===== config.mk =====
export PLATFORM = sky130hd
export DESIGN_NAME = act_mux_sequencer
export DESIGN_NICKNAME = d
export VERILOG_FILES = /design/src/rtl/act_mux_sequencer_pkg.sv /design/src/rtl/act_sel_enc.sv /design/src/rtl/act_mux_sequencer.sv
export SDC_FILE = /design/constraint.sdc
export NUM_CORES = 1
export LEC_CHECK = 0
export CAP_MARGIN = 20
export CORE_AREA = 2 2 49 51
export DETAILED_ROUTE_END_ITERATION = 6
export DIE_AREA = 0 0 51 53
export DONT_BUFFER_PORTS = 1
export GPL_ROUTABILITY_DRIVEN = 0
export PLACE_DENSITY = 0.51
export SYNTH_ARGS = -nofsm -noshare
export SYNTH_HDL_FRONTEND = slang
export SYNTH_SLANG_ARGS = --single-unit

===== constraint.sdc =====
create_clock -name clk -period 2.85 [get_ports clk]
set_input_delay 0.285 -clock clk [delete_from_list [all_inputs] [get_ports clk]]
set_output_delay 0.285 -clock clk [all_outputs]
set_load 0.1 [all_outputs]

===== src/rtl/act_mux_sequencer_pkg.sv =====
// Shared definitions for the s2 mux feeder: FSM state encoding and bank geometry.
package act_mux_sequencer_pkg;

  localparam int unsigned ACT_WORDS = 4;
  localparam int unsigned IDX_W     = 2;

  typedef enum logic [1:0] {
    ST_FILL  = 2'd0,
    ST_READY = 2'd1,
    ST_SEQ   = 2'd2,
    ST_DONE  = 2'd3
  } state_e;

endpackage


===== src/rtl/act_sel_enc.sv =====
// Maps a word index onto the s2 select pins so that {A1|B1, A0&B0} equals the index.
module act_sel_enc (
  input  logic [1:0] sel_idx,
  output logic       a1,
  output logic       b1,
  output logic       a0,
  output logic       b0
);

  assign a1 = sel_idx[1];
  assign b1 = 1'b0;
  assign a0 = sel_idx[0];
  assign b0 = sel_idx[0];

endmodule


===== src/rtl/act_mux_sequencer.sv =====
// Loads four words into a bank, then walks the s2 selects over them one per clock.
module act_mux_sequencer
  import act_mux_sequencer_pkg::*;
#(
  parameter int unsigned N = 1
) (
  input  logic         clk,
  input  logic         clr,
  input  logic         in_valid,
  output logic         in_ready,
  input  logic [N-1:0] in_data,
  input  logic         start,
  output logic         busy,
  output logic         done,
  output logic [N-1:0] D0,
  output logic [N-1:0] D1,
  output logic [N-1:0] D2,
  output logic [N-1:0] D3,
  output logic         A1,
  output logic         B1,
  output logic         A0,
  output logic         B0,
  output logic [1:0]   sel_idx
);

  state_e             state_q, state_d;
  logic [IDX_W-1:0]   wr_cnt_q, wr_cnt_d;
  logic [IDX_W-1:0]   sel_idx_q, sel_idx_d;
  logic [N-1:0]       bank_q [ACT_WORDS];
  logic [N-1:0]       bank_d [ACT_WORDS];
  logic               in_ready_q, in_ready_d;
  logic               busy_q, busy_d;
  logic               done_q, done_d;

  // Next-state, bank write and registered status decode
  always_comb begin
    state_d   = state_q;
    wr_cnt_d  = wr_cnt_q;
    sel_idx_d = sel_idx_q;
    bank_d    = bank_q;
    unique case (state_q)
      ST_FILL: begin
        if (in_valid) begin
          bank_d[wr_cnt_q] = in_data;
          wr_cnt_d         = wr_cnt_q + IDX_W'(1);
          if (wr_cnt_q == IDX_W'(ACT_WORDS - 1)) state_d = ST_READY;
        end
      end
      ST_READY: begin
        if (start) begin
          state_d   = ST_SEQ;
          sel_idx_d = '0;
        end
      end
      ST_SEQ: begin
        // Wraps to 0 on the last word so selects fall back to D0 in DONE
        sel_idx_d = sel_idx_q + IDX_W'(1);
        if (sel_idx_q == IDX_W'(ACT_WORDS - 1)) state_d = ST_DONE;
      end
      ST_DONE: begin
        state_d   = ST_FILL;
        sel_idx_d = '0;
      end
      default: begin
        state_d   = ST_FILL;
        sel_idx_d = '0;
      end
    endcase
    in_ready_d = (state_d == ST_FILL);
    busy_d     = (state_d == ST_SEQ);
    done_d     = (state_d == ST_DONE);
  end

  always_ff @(posedge clk) begin
    if (clr) begin
      state_q    <= ST_FILL;
      wr_cnt_q   <= '0;
      sel_idx_q  <= '0;
      in_ready_q <= 1'b1;
      busy_q     <= 1'b0;
      done_q     <= 1'b0;
      for (int i = 0; i < int'(ACT_WORDS); i++) bank_q[i] <= '0;
    end else begin
      state_q    <= state_d;
      wr_cnt_q   <= wr_cnt_d;
      sel_idx_q  <= sel_idx_d;
      in_ready_q <= in_ready_d;
      busy_q     <= busy_d;
      done_q     <= done_d;
      for (int i = 0; i < int'(ACT_WORDS); i++) bank_q[i] <= bank_d[i];
    end
  end

  act_sel_enc u_sel_enc (
    .sel_idx (sel_idx_q),
    .a1      (A1),
    .b1      (B1),
    .a0      (A0),
    .b0      (B0)
  );

  assign in_ready = in_ready_q;
  assign busy     = busy_q;
  assign done     = done_q;
  assign sel_idx  = sel_idx_q;
  assign D0       = bank_q[0];
  assign D1       = bank_q[1];
  assign D2       = bank_q[2];
  assign D3       = bank_q[3];

endmodule


Yosys cells after proc, flatten, opt, wreduce, memory -nomap -nowiden
Cells that the tools add are included.
- register bits: 13
- input port bits: 5
- word-level logic and storage cells: 39
- $add $sub $neg: 2
- magnitude comparators: 2
- equal/unequal tests: 8
- mux-type cells: 10
- bitwise logic cells: 1
- reductions and logical operators: 6
- operator list (kind ; number):
    == test 2 bit (second input constant) ; 6
    2-to-1 mux 2 bit ; 5
    one-hot mux 2 bit (4 select lines) ; 1
    one-hot mux 2 bit (3 select lines) ; 1
    adder 2 x 1 -> 2 bit (second input constant) ; 2
    bitwise mux 4 bit ; 1
    zero test 2 bit ; 2
    AND reduction 2 bit ; 2
    >= comparator 3 bit (second input constant) ; 1
    less-than comparator 3 x 1 -> 1 bit (second input constant) ; 1
    inverter 2 -> 3 bit ; 1
    nonzero test 3 bit ; 1
    demux 1 bit (select 2 bit) ; 1
    == test 2 x 1 -> 1 bit (second input constant) ; 1
    != test 2 bit (second input constant) ; 1
    logical AND 1 bit ; 1
    2-to-1 mux 1 bit ; 1

Depth between registers and ports, before layout
- depth after elaboration: 6
- mapped depth: 4
- gate-level depth less buffers: 4

By module
Synthesis repeated with hierarchy kept, for this count alone.
- cells, all modules: 67
- area total of the unflattened synthesis: 629.4 um^2
- modules (own cells, without submodules) (module ; times used ; cells each ; area each (um^2)):
    act_mux_sequencer ; 1 ; 62 ; 595.6
    act_sel_enc ; 1 ; 5 ; 33.8

Worst setup path after synthesis
Ideal clock, no wire load.
- kind: register to register
- start: register sel_idx_q[0] (netlist: sel_idx[0])
- end: register sel_idx_q[1] (netlist: sel_idx[1])
- data arrival time: 1611 ps
- path slack: 1121 ps
- stages on the path, launching flop included: 5
- path buffers: 0
- path through: dfxtp_1 > ha_1 > inv_1 > a2bb2oi_1 > nor2_1
- longest elaborated chain between the ends: 2
- ends and longest elaborated chain (item ; line ; text):
    start: declaration ; act_mux_sequencer.sv:28 ; logic [IDX_W-1:0] sel_idx_q, sel_idx_d;
    start signal: assignment ; act_mux_sequencer.sv:86 ; sel_idx_q <= sel_idx_d;
    adder 2 x 1 -> 2 bit ; act_mux_sequencer.sv:57 ; sel_idx_d = sel_idx_q + IDX_W'(1);
    one-hot mux 2 bit (3 select lines) ; act_mux_sequencer.sv:41 ; unique case (state_q)
Every way passes these cells.
A chain may end at the register's enable or synchronous reset.

Final worst setup path
- start: register sel_idx_q[0] (netlist: sel_idx[0])
- end: output port A0
- RTL lines (item ; line ; text):
    end: declaration ; act_mux_sequencer.sv:21 ; output logic A0,
No word-level cell between the ends.

==> results summary <==
The number of gates given a new drive strength after cts came out at 0. In this run the number of H-tree levels came out at 1. The summed negative setup slack over all endpoints came out at 0 ns.

The final-report hold violation count came to 0. The sequential share of the synthesized area came out at 41.4%. For this design the top-level I/O count stands at 18. The worst-case IR drop observed on VDD is 0.000237 V. The number of global-route vias before repair came out at 424. Counting instances, the worst hold path has a depth of 1. Setup violations remaining at the end of the flow were counted as 0.

The critical hold path startpoint is clr. The endpoint identified for the worst register-to-register timing path is sel_idx[1]. The first-pass iteration count of the detailed router came out at 1. In this run the standard cell core region covers 2150 µm². The part of the power in combinational logic is 13.9%.

The share of the synthesized area in the top cell type came out at 41.4%. The number of antenna violations at the first check in global routing is 0. The worst hold path terminates at sel_idx[0]. Of all nets on the critical path, the largest fanout is 5. During synthesis, Yosys emitted a total of 0 warnings. The final routed wirelength across all metal layers came out at 1120 µm. The global-route wire length before repair is 1840 µm. The total of flip-flops plus latches after synthesis came out at 13.

TritonCTS built the clock tree. The net count of the finished layout came out at 80. The number of cells on the worst reg-to-reg path came out at 4. Setup repair after global routing left no endpoint under its margin. The final antenna-violating net count is 0. The proportion of power drawn by flip-flops and latches came out at 54.6%.

From synthesis to final layout, the design area changed by 9.54%. The largest total area in the synthesized netlist belongs to sky130_fd_sc_hd__dfxtp_1. Counting every net in the synthesized netlist gives 77. The detail-routed via count per cell came out at 4.74. The final period utilization is 60.3%.

The violation count after the first detailed-routing iteration is 0. The die width is 51 µm. For this design the static power due to leakage is 0.264 nW. The CTS clock-pin slew for the worst setup and hold paths came out at 0.09 ns.

In this run the critical register-to-register path is launched from sel_idx[0]. Counting tap cells, the placed design contains a total of 93 instances. The part of the power in the clock network is 31.5%. For the final database, setup skew stands at 0.00894 ns.

The worst setup path is captured at an output pin. The total via count in the routed design came out at 460. The most used flip-flop cell after synthesis is sky130_fd_sc_hd__dfxtp_1. In the routed design, unresolved DRC markers number 0. The initial utilization of the core area, before any placement, comes to 29.3%. The number of buffers and inverters on the critical path is 1. The arrival time of the worst setup path came out at 1.43 ns. After synthesis, the share of flip-flops with an asynchronous set or reset is 0%. The number of slew-limit violations in the final report is 0.

The number of distinct library cells after synthesis came out at 25. The critical path's top delay family is flip-flops. The latest clock arrival within the worst-skew pair came out at 0.28 ns. The global-route usage over all layers is 9.69%. 0 antenna diodes ended up in the layout. The post-route worst setup slack is 1.13 ns.

In the synthesized netlist, the number of instances is 67. The final cell count without fillers came out at 97. STA classifies the critical path startpoint as a register. Once the clock tree was built, the setup fixing pass inserted 0 buffers. The slowest stage of the critical path is the sky130_fd_sc_hd__dfxtp_4 cell. The largest single stage delay on the critical path is 0.75 ns. The headroom to the max-slew limit is 35.8%. Clock tree synthesis inserted a total of 3 buffers. The total design power came out at 0.363 mW. The tightest min-delay check is of the input pin to register type.

The total congestion overflow after global routing is 0. Counting every sink on the clock net gives 13. The number of flops mapped to enable cells by yosys came out at 0.

At the placement stage, the worst setup path has a slack of 1.42 ns. Max-cap violations in this run came to 0. After synthesis, the most frequently instantiated cells are 13 x sky130_fd_sc_hd__dfxtp_1, 8 x sky130_fd_sc_hd__a21oi_1, 5 x sky130_fd_sc_hd__ha_1, 5 x sky130_fd_sc_hd__nor2_1. The power density normalized to cell area is 527 nW/µm². Of the total power, the share spent switching nets is 29.8%. Walking the worst path, the cells encountered are buf_4.

In the final layout, the multi-input gates occupy 309 µm². The critical path is of the register to output pin type. The data required time of the worst path came out at 2.57 ns. The post-layout minimum cycle time is 1.72 ns.

Buffers placed on the I/O ports in this run total 0. The maximum clock rate came out at 0.582 GHz. The largest net degree at the start of global routing is 14. The quantity of hold-fixing buffers added after cts is 0. The total die area is 2700 µm². Row generation in the floorplan step produced 17 rows.

For the pin with the worst max-slew slack, the measured transition is 0.962 ns. The per-cell routed wire length is 11.5 µm. The run finished with clean final reports.

The half-perimeter wire length after detailed placement is 794 µm. The worst hold-check slack is 0.0536 ns. The cell at the root of the clock tree is sky130_fd_sc_hd__clkbuf_4.

Fill cells in the final layout number 235. The overall die height came out at 53 µm. The register-to-register path setup slack is 1.41 ns. The internal portion of total power is 0.255 mW.

The share of cells above drive strength 1 is 21.7%. By instance count, the leading cell after synthesis is sky130_fd_sc_hd__dfxtp_1. The worst-case clock buffer depth came out at 2. By area the synthesized netlist is led by sky130_fd_sc_hd__dfxtp_1 41%, sky130_fd_sc_hd__ha_1 9.9%, sky130_fd_sc_hd__a21oi_1 6.4%. A synthesized cell averages 9.39 µm². The cell area that synthesis handed to floorplanning was 629 µm². Registers take 265 µm². The switching component of the power is 0.108 mW.
-- sequential cells by signal, indices dropped and copies added (netlist names) --
name,count
in_ready,1
wr_cnt_q,2
state_q,2
busy,1
D0,1
done,1
D2,1
sel_idx,2
D1,1
D3,1
-- routing by layer --
metal | share of wire, % | global-route usage (%)
met1 | 44 | 9.98
met2 | 47 | 16.0
met3 | 7.8 | 5.65
met4 | 0.99 | 4.05
met5 | 0 | 0
-- cell families after synthesis --
logic type / synth area share (%)
adder cells (fa/ha/maj): 9.94
AND/OR/NAND/NOR: 17.5
buffers and inverters: 9.54
XOR/XNOR: 1.39
other: 0.596
AO/OA/AOI/OAI: 18.1
multiplexers: 1.59
flip-flops: 41.4
-- final cells by class --
| cell class | count | share of cell area [%] |
|---|---|---|
| tap | 28 | 5.08 |
| multi-input combinational | 43 | 44.8 |
| sequential | 13 | 38.5 |
| clock buffer | 3 | 3.27 |
| inverter | 4 | 2.18 |
| timing repair buffer | 5 | 5.44 |
| clock inverter | 1 | 0.726 |
-- per-stage QoR --
stage,area [µm²],util (%)
6_report,689,32.1
4_1_cts,689,32.1
5_1_grt,689,32.1
3_3_place_gp,662,30.8
2_1_floorplan,629,-
3_5_place_dp,662,30.8
-- worst max path at each step --
stage,from,end,slack [ns],cells after the start
after floorplan,sel_idx[0],sel_idx[1],1.12,4
after global placement,sel_idx[0],sel_idx[1],1.43,4
after detailed placement,sel_idx[0],sel_idx[1],1.42,4
after CTS,sel_idx[0],A0,1.11,1
after global routing,sel_idx[0],A0,1.08,1
final,sel_idx[0],A0,1.13,1
-- cells in the final DEF, fill, tap and decap left out, types with 3 or more instances in the layout --
cell type	Yosys	routed
sky130_fd_sc_hd__nor3b_1	3	3
sky130_fd_sc_hd__nor2_1	5	5
sky130_fd_sc_hd__buf_4	4	5
sky130_fd_sc_hd__inv_1	4	4
sky130_fd_sc_hd__a21oi_1	8	8
sky130_fd_sc_hd__dfxtp_1	13	11
sky130_fd_sc_hd__a21bo_2	3	3
sky130_fd_sc_hd__clkbuf_4	0	3
sky130_fd_sc_hd__nand3_1	4	4
sky130_fd_sc_hd__ha_1	5	5
-- power groups by stage --
stage | combinational, mW | clock (mW) | sequential (mW)
after global placement | 0.0504 | 0 | 0.203
after global routing | 0.0548 | 0.132 | 0.200
final | 0.0505 | 0.114 | 0.198
after detailed placement | 0.0506 | 0 | 0.203
after CTS | 0.0509 | 0.124 | 0.199
after floorplan | 0.0335 | 0 | 0.216
No activity file was read; power rests on OpenSTA's default activity.
==> patch 1 (config.mk and constraints unchanged) <==
Set the package constant `ACT_WORDS` to 8 (it was 4).
--- a/src/rtl/act_mux_sequencer_pkg.sv
+++ b/src/rtl/act_mux_sequencer_pkg.sv
@@ -2,5 +2,5 @@
 package act_mux_sequencer_pkg;
 
-  localparam int unsigned ACT_WORDS = 4;
+  localparam int unsigned ACT_WORDS = 8;
   localparam int unsigned IDX_W     = 2;
 
Behaviour: same outputs for any inputs over 10 cycles, from zero or initial values; that may be too few to reach the edited logic, so the function may still have changed.
==> patch 1 against the original RTL <==
  * Maximum frequency rose by 3.6%
  * Worst setup slack improved by 60 ps
  * Synthesized cell count shrank 6.0%
  * Total power shrank 0.18%
  * Routed wire length is 3.7% lower
  * Non-clock buffer count unchanged
  * Sequential cell count stayed put
  * Synthesized area increased by 1.6%
  * Combinational power rose by 5.0%
  * Design area rose by 0.54%
==> patch 1: results <==
worst_setup_path:
  worst-endpoint-arrival_ps: 1370
  worst-r2r-setup-slack_ps: 1570
  regToRegStartpoint: "D3$_SDFFE_PP0P_"
  worst_path_largest_cell_delay_ps: 560
  timing.rr.end: "D3$_SDFFE_PP0P_"
  timing.reg2reg.worst_path_depth: 2
placed_design:
  half_perimeter_wire_length_after_detailed_placement_um: 786
  instance_area_after_placement_um2: 667
clock_network:
  worst_setup_hold_path_clk_slew_ps: 70
  root_buffer_cell: "sky130_fd_sc_hd__clkbuf_4"
outcome:
  status: "complete, no violations"
routing:
  wl_met2_um: 539
  dr.max_layer_used: "met3"
  drt-initial-drc-count: 3
  met3_length_um: 104
  wl_per_cell_um: 11.6
  vias: 416
  wl_met1_um: 432
  drt_pass1_iterations: 4
grt:
  grt_first_pass_wirelength_mm: 1.82
  total_global_route_track_usage_pct: 9.31
  first_global_vias: 408
synthesis:
  synth.yosys.seq_area_share_pct: 40.7
  netlist_top_cells_count: "13 x sky130_fd_sc_hd__dfxtp_1, 6 x sky130_fd_sc_hd__a21oi_1, 6 x sky130_fd_sc_hd__nor2_1"
  netlist_top_cells_area: "sky130_fd_sc_hd__dfxtp_1 41%, sky130_fd_sc_hd__ha_1 9.8%, sky130_fd_sc_hd__a21bo_2 4.7%, sky130_fd_sc_hd__a21oi_1 4.7%, sky130_fd_sc_hd__buf_4 4.7%"
  yosysTopAreaCellShare_pct: 40.7
  yosysWarnings: 0
finish:
  num-nets-final: 76
  final_layout_size_suffix_gt1_share_pct: 23.1
timing:
  timing.hold.ws_ps: 69.4
  fin_skew_ps: 2.59
power_and_ir_drop:
  leakagePower_uw: 0.000266
  peakVddDrop_v: 0.000263
-- patch 1: worst max-delay path by stage --
stage                             from                      end  slack, ps  cells past startpoint
5_1_grt        sel_idx[0]$_SDFFE_PP0P_                       B0       1150                      1
4_1_cts        sel_idx[0]$_SDFFE_PP0P_                       B0       1170                      1
6_report       sel_idx[0]$_SDFFE_PP0P_                       B0       1190                      1
3_5_place_dp   sel_idx[0]$_SDFFE_PP0P_                       B0       1490                      1
3_3_place_gp   sel_idx[0]$_SDFFE_PP0P_               sel_idx[0]       1490                      1
2_1_floorplan  sel_idx[0]$_SDFFE_PP0P_  sel_idx[1]$_SDFFE_PP0P_       1120                      3
-- patch 1: final cells by class --
class	instances	area, um2
inverters	3	11.3
flip-flops and latches	13	265
well taps	28	35.0
multi-input cells	40	318
clock buffers	4	26.3
repair buffers	5	37.5
fillers	229	1460
-- patch 1: cells by family (layout without fill, tap and decap cells) --
group	after synthesis	in the layout	share of synthesized area, %
adders and majority gates	5	5	9.78
DFF	13	13	40.7
AOI/OAI and AO/OA	14	14	15.5
and+or+nand+nor	17	17	19.4
other	1	1	0.587
muxes	2	2	3.13
buffers and inverters	10	12	9.59
xor gates and xnor gates	1	1	1.37
-- patch 1: stage by stage --
stage          power (uW)  std cells
6_report              362         93
5_1_grt               382         93
4_1_cts               372         93
3_5_place_dp          255         89
3_3_place_gp          254         89
2_1_floorplan         251         63
-- patch 1: power by group --
part	total [uW]	switching [uW]	leakage [uW]	internal [uW]
Clock	112	58.0	0.0000150	54.2
Combinational	53.0	35.9	0.000144	17.1
Sequential	197	10.4	0.000107	187
-- patch 1: per-layer routing --
metal | track usage, % | vias up
met5 | 0 | -
met4 | 1.35 | 0
met3 | 6.21 | 0
met2 | 16.7 | 14
met1 | 9.08 | 185
li1 | - | 217
-- patch 1: worst register-to-register path, cell delays in order, from the launching register on --
cell	delay [ps]
sky130_fd_sc_hd__dfxtp_1	960
sky130_fd_sc_hd__mux2i_1	150
sky130_fd_sc_hd__nor2_1	110
==> patch 2 (config.mk and constraints unchanged) <==
Made on the original files. Encoding of `state_e`: now Gray code (2 bits for 4 states).
--- a/src/rtl/act_mux_sequencer_pkg.sv
+++ b/src/rtl/act_mux_sequencer_pkg.sv
@@ -6,8 +6,8 @@
 
   typedef enum logic [1:0] {
-    ST_FILL  = 2'd0,
-    ST_READY = 2'd1,
-    ST_SEQ   = 2'd2,
-    ST_DONE  = 2'd3
+    ST_FILL  = 2'b00,
+    ST_READY = 2'b01,
+    ST_SEQ   = 2'b11,
+    ST_DONE  = 2'b10
   } state_e;
 
Formal check against the unedited RTL: no difference found for any inputs over 10 cycles, from zero or initial values; not proved beyond that.
==> patch 2 against the original RTL <==
  * Routed wire length fell by 2.5%
  * Synthesized area grew 12%
  * Design area grew 6.9%
  * Sequential cell count unchanged
  * Total power shrank 1.2%
  * Worst setup slack improved by 20 ps
  * Clock skew shrank 3.7 ps
  * Hold slack better by 23 ps
  * Global-route usage down 0.48 points
  * Count of clock-buffer cells in the layout increased by 1
==> patch 2: results <==
synthesis:
  yosysWarnings: 0
  synth.distinct_cells: 26
  synth.yosys.seq_area_share_pct: 36.8
  netlist_top_cells_area: "sky130_fd_sc_hd__dfxtp_1 37%, sky130_fd_sc_hd__ha_1 8.8%, sky130_fd_sc_hd__nand2b_1 8.8%, sky130_fd_sc_hd__and4bb_2 7.1%, sky130_fd_sc_hd__mux2i_1 7.1%"
  async_set_or_reset_register_ratio_after_synthesis_pct: 0
  netlist_top_cells_count: "13 x sky130_fd_sc_hd__dfxtp_1, 10 x sky130_fd_sc_hd__nand2b_1, 5 x sky130_fd_sc_hd__ha_1, 5 x sky130_fd_sc_hd__mux2i_1"
placed_design:
  io_buffer_count: 0
  half_perimeter_wire_length_after_detailed_placement_um: 780
  instance_area_after_placement_um2: 711
  place_ws_ps: 1440
clock_network:
  post_cts_resize_count: 0
  root_buffer_cell: "sky130_fd_sc_hd__clkbuf_4"
  cts-buffers-inserted: 3
  worst_setup_hold_path_clk_slew_ps: 80
  clock_path_buffers: 2
  cts_htree_levels: 1
  clk_latency_ps: 270
  post_cts.repair.setup_buffers: 0
finish:
  final.fill_count: 226
  final_layout_size_suffix_gt1_share_pct: 28.1
  antenna_cells: 0
  num-nets-final: 75
routing:
  met3_length_um: 64
  drt-initial-drc-count: 1
  vias: 428
  wl_met1_um: 512
  dr.max_layer_used: "met4"
  wl_per_cell_um: 11.8
  wl_met2_um: 496
  drt_pass1_iterations: 3
worst_setup_path:
  regToRegStartpoint: "sel_idx[0]$_SDFFE_PP0P_"
  worst-endpoint-arrival_ps: 1410
  worst_path_largest_cell_delay_ps: 740
  worst-path-max-fanout: 6
  crit_family: "flip-flops"
  critPathSlowestCell: "sky130_fd_sc_hd__dfxtp_4"
  critical_path.startpoint_type: "flop"
grt:
  grt_first_pass_wirelength_mm: 1.81
  grt_antenna_before_repair: 0
  total_global_route_track_usage_pct: 9.22
  first_global_vias: 424
  pin_count_of_the_biggest_net_entering_global_routing: 17
worst_hold_path:
  hp-class: "primary input to flop"
  holdCritStartpoint: "clr"
power_and_ir_drop:
  leakagePower_uw: 0.000288
  peakVddDrop_v: 0.000182
timing:
  fin_skew_ps: 5.28
  max_slew.worst_pin.slew_ps: 966
  finish_stage_setup_viols: 0
outcome:
  status: "complete, no violations"
[patch 2: cell types whose count changed after synthesis, moves of 3 or more]
| cell | change |
|---|---|
| sky130_fd_sc_hd__mux2i_1 | +4 |
| sky130_fd_sc_hd__nand3_1 | -4 |
| sky130_fd_sc_hd__nand2b_1 | +9 |
| sky130_fd_sc_hd__and4bb_2 | +4 |
| sky130_fd_sc_hd__nor3b_1 | -3 |
| sky130_fd_sc_hd__a21oi_1 | -7 |
[patch 2: kinds of logic after synthesis]
logic type | Yosys count | synth area share [%]
AOI/OAI and AO/OA | 7 | 7.61
and+or+nand+nor | 24 | 29.2
DFF | 13 | 36.8
buffers and inverters | 9 | 8.32
adders and majority gates | 5 | 8.85
other | 1 | 0.530
muxes | 6 | 8.67
[patch 2: final cells by class]
class,count,area share [%]
multi-input cells,43,52.6
flip-flops and latches,13,36.0
well taps,28,4.75
clock buffers,4,3.57
repair buffers,2,2.04
inverters,2,1.02
[patch 2: power breakdown]
part           switching [uW]  internal, uW
combinational            16.4          16.4
sequential               26.2           187
clock                    59.1          54.1
total                     102           257
[patch 2: path summary, 6_finish.rpt]
path | to | slack, ps | cells after the start
max | B0 | 1150 | 1
min | state_q[0]$_SDFF_PP0_ | 80 | 1
max reg2reg | done$_SDFF_PP0_ | 1440 | 3
min reg2reg | wr_cnt_q[1]$_SDFFE_PP0P_ | 530 | 2
[patch 2: per-stage QoR]
step,utilization [%],std cells
after CTS,34.3,92
final,34.3,92
after global routing,34.3,92
after global placement,33.1,88
after detailed placement,33.1,88
after floorplan,-,65
[patch 2: per-layer routing]
metal  track usage [%]  vias up
li1                  -      218
met1              10.2      196
met2              14.7       12
met3              3.11        2
met4              6.76        0
met5                 0        -
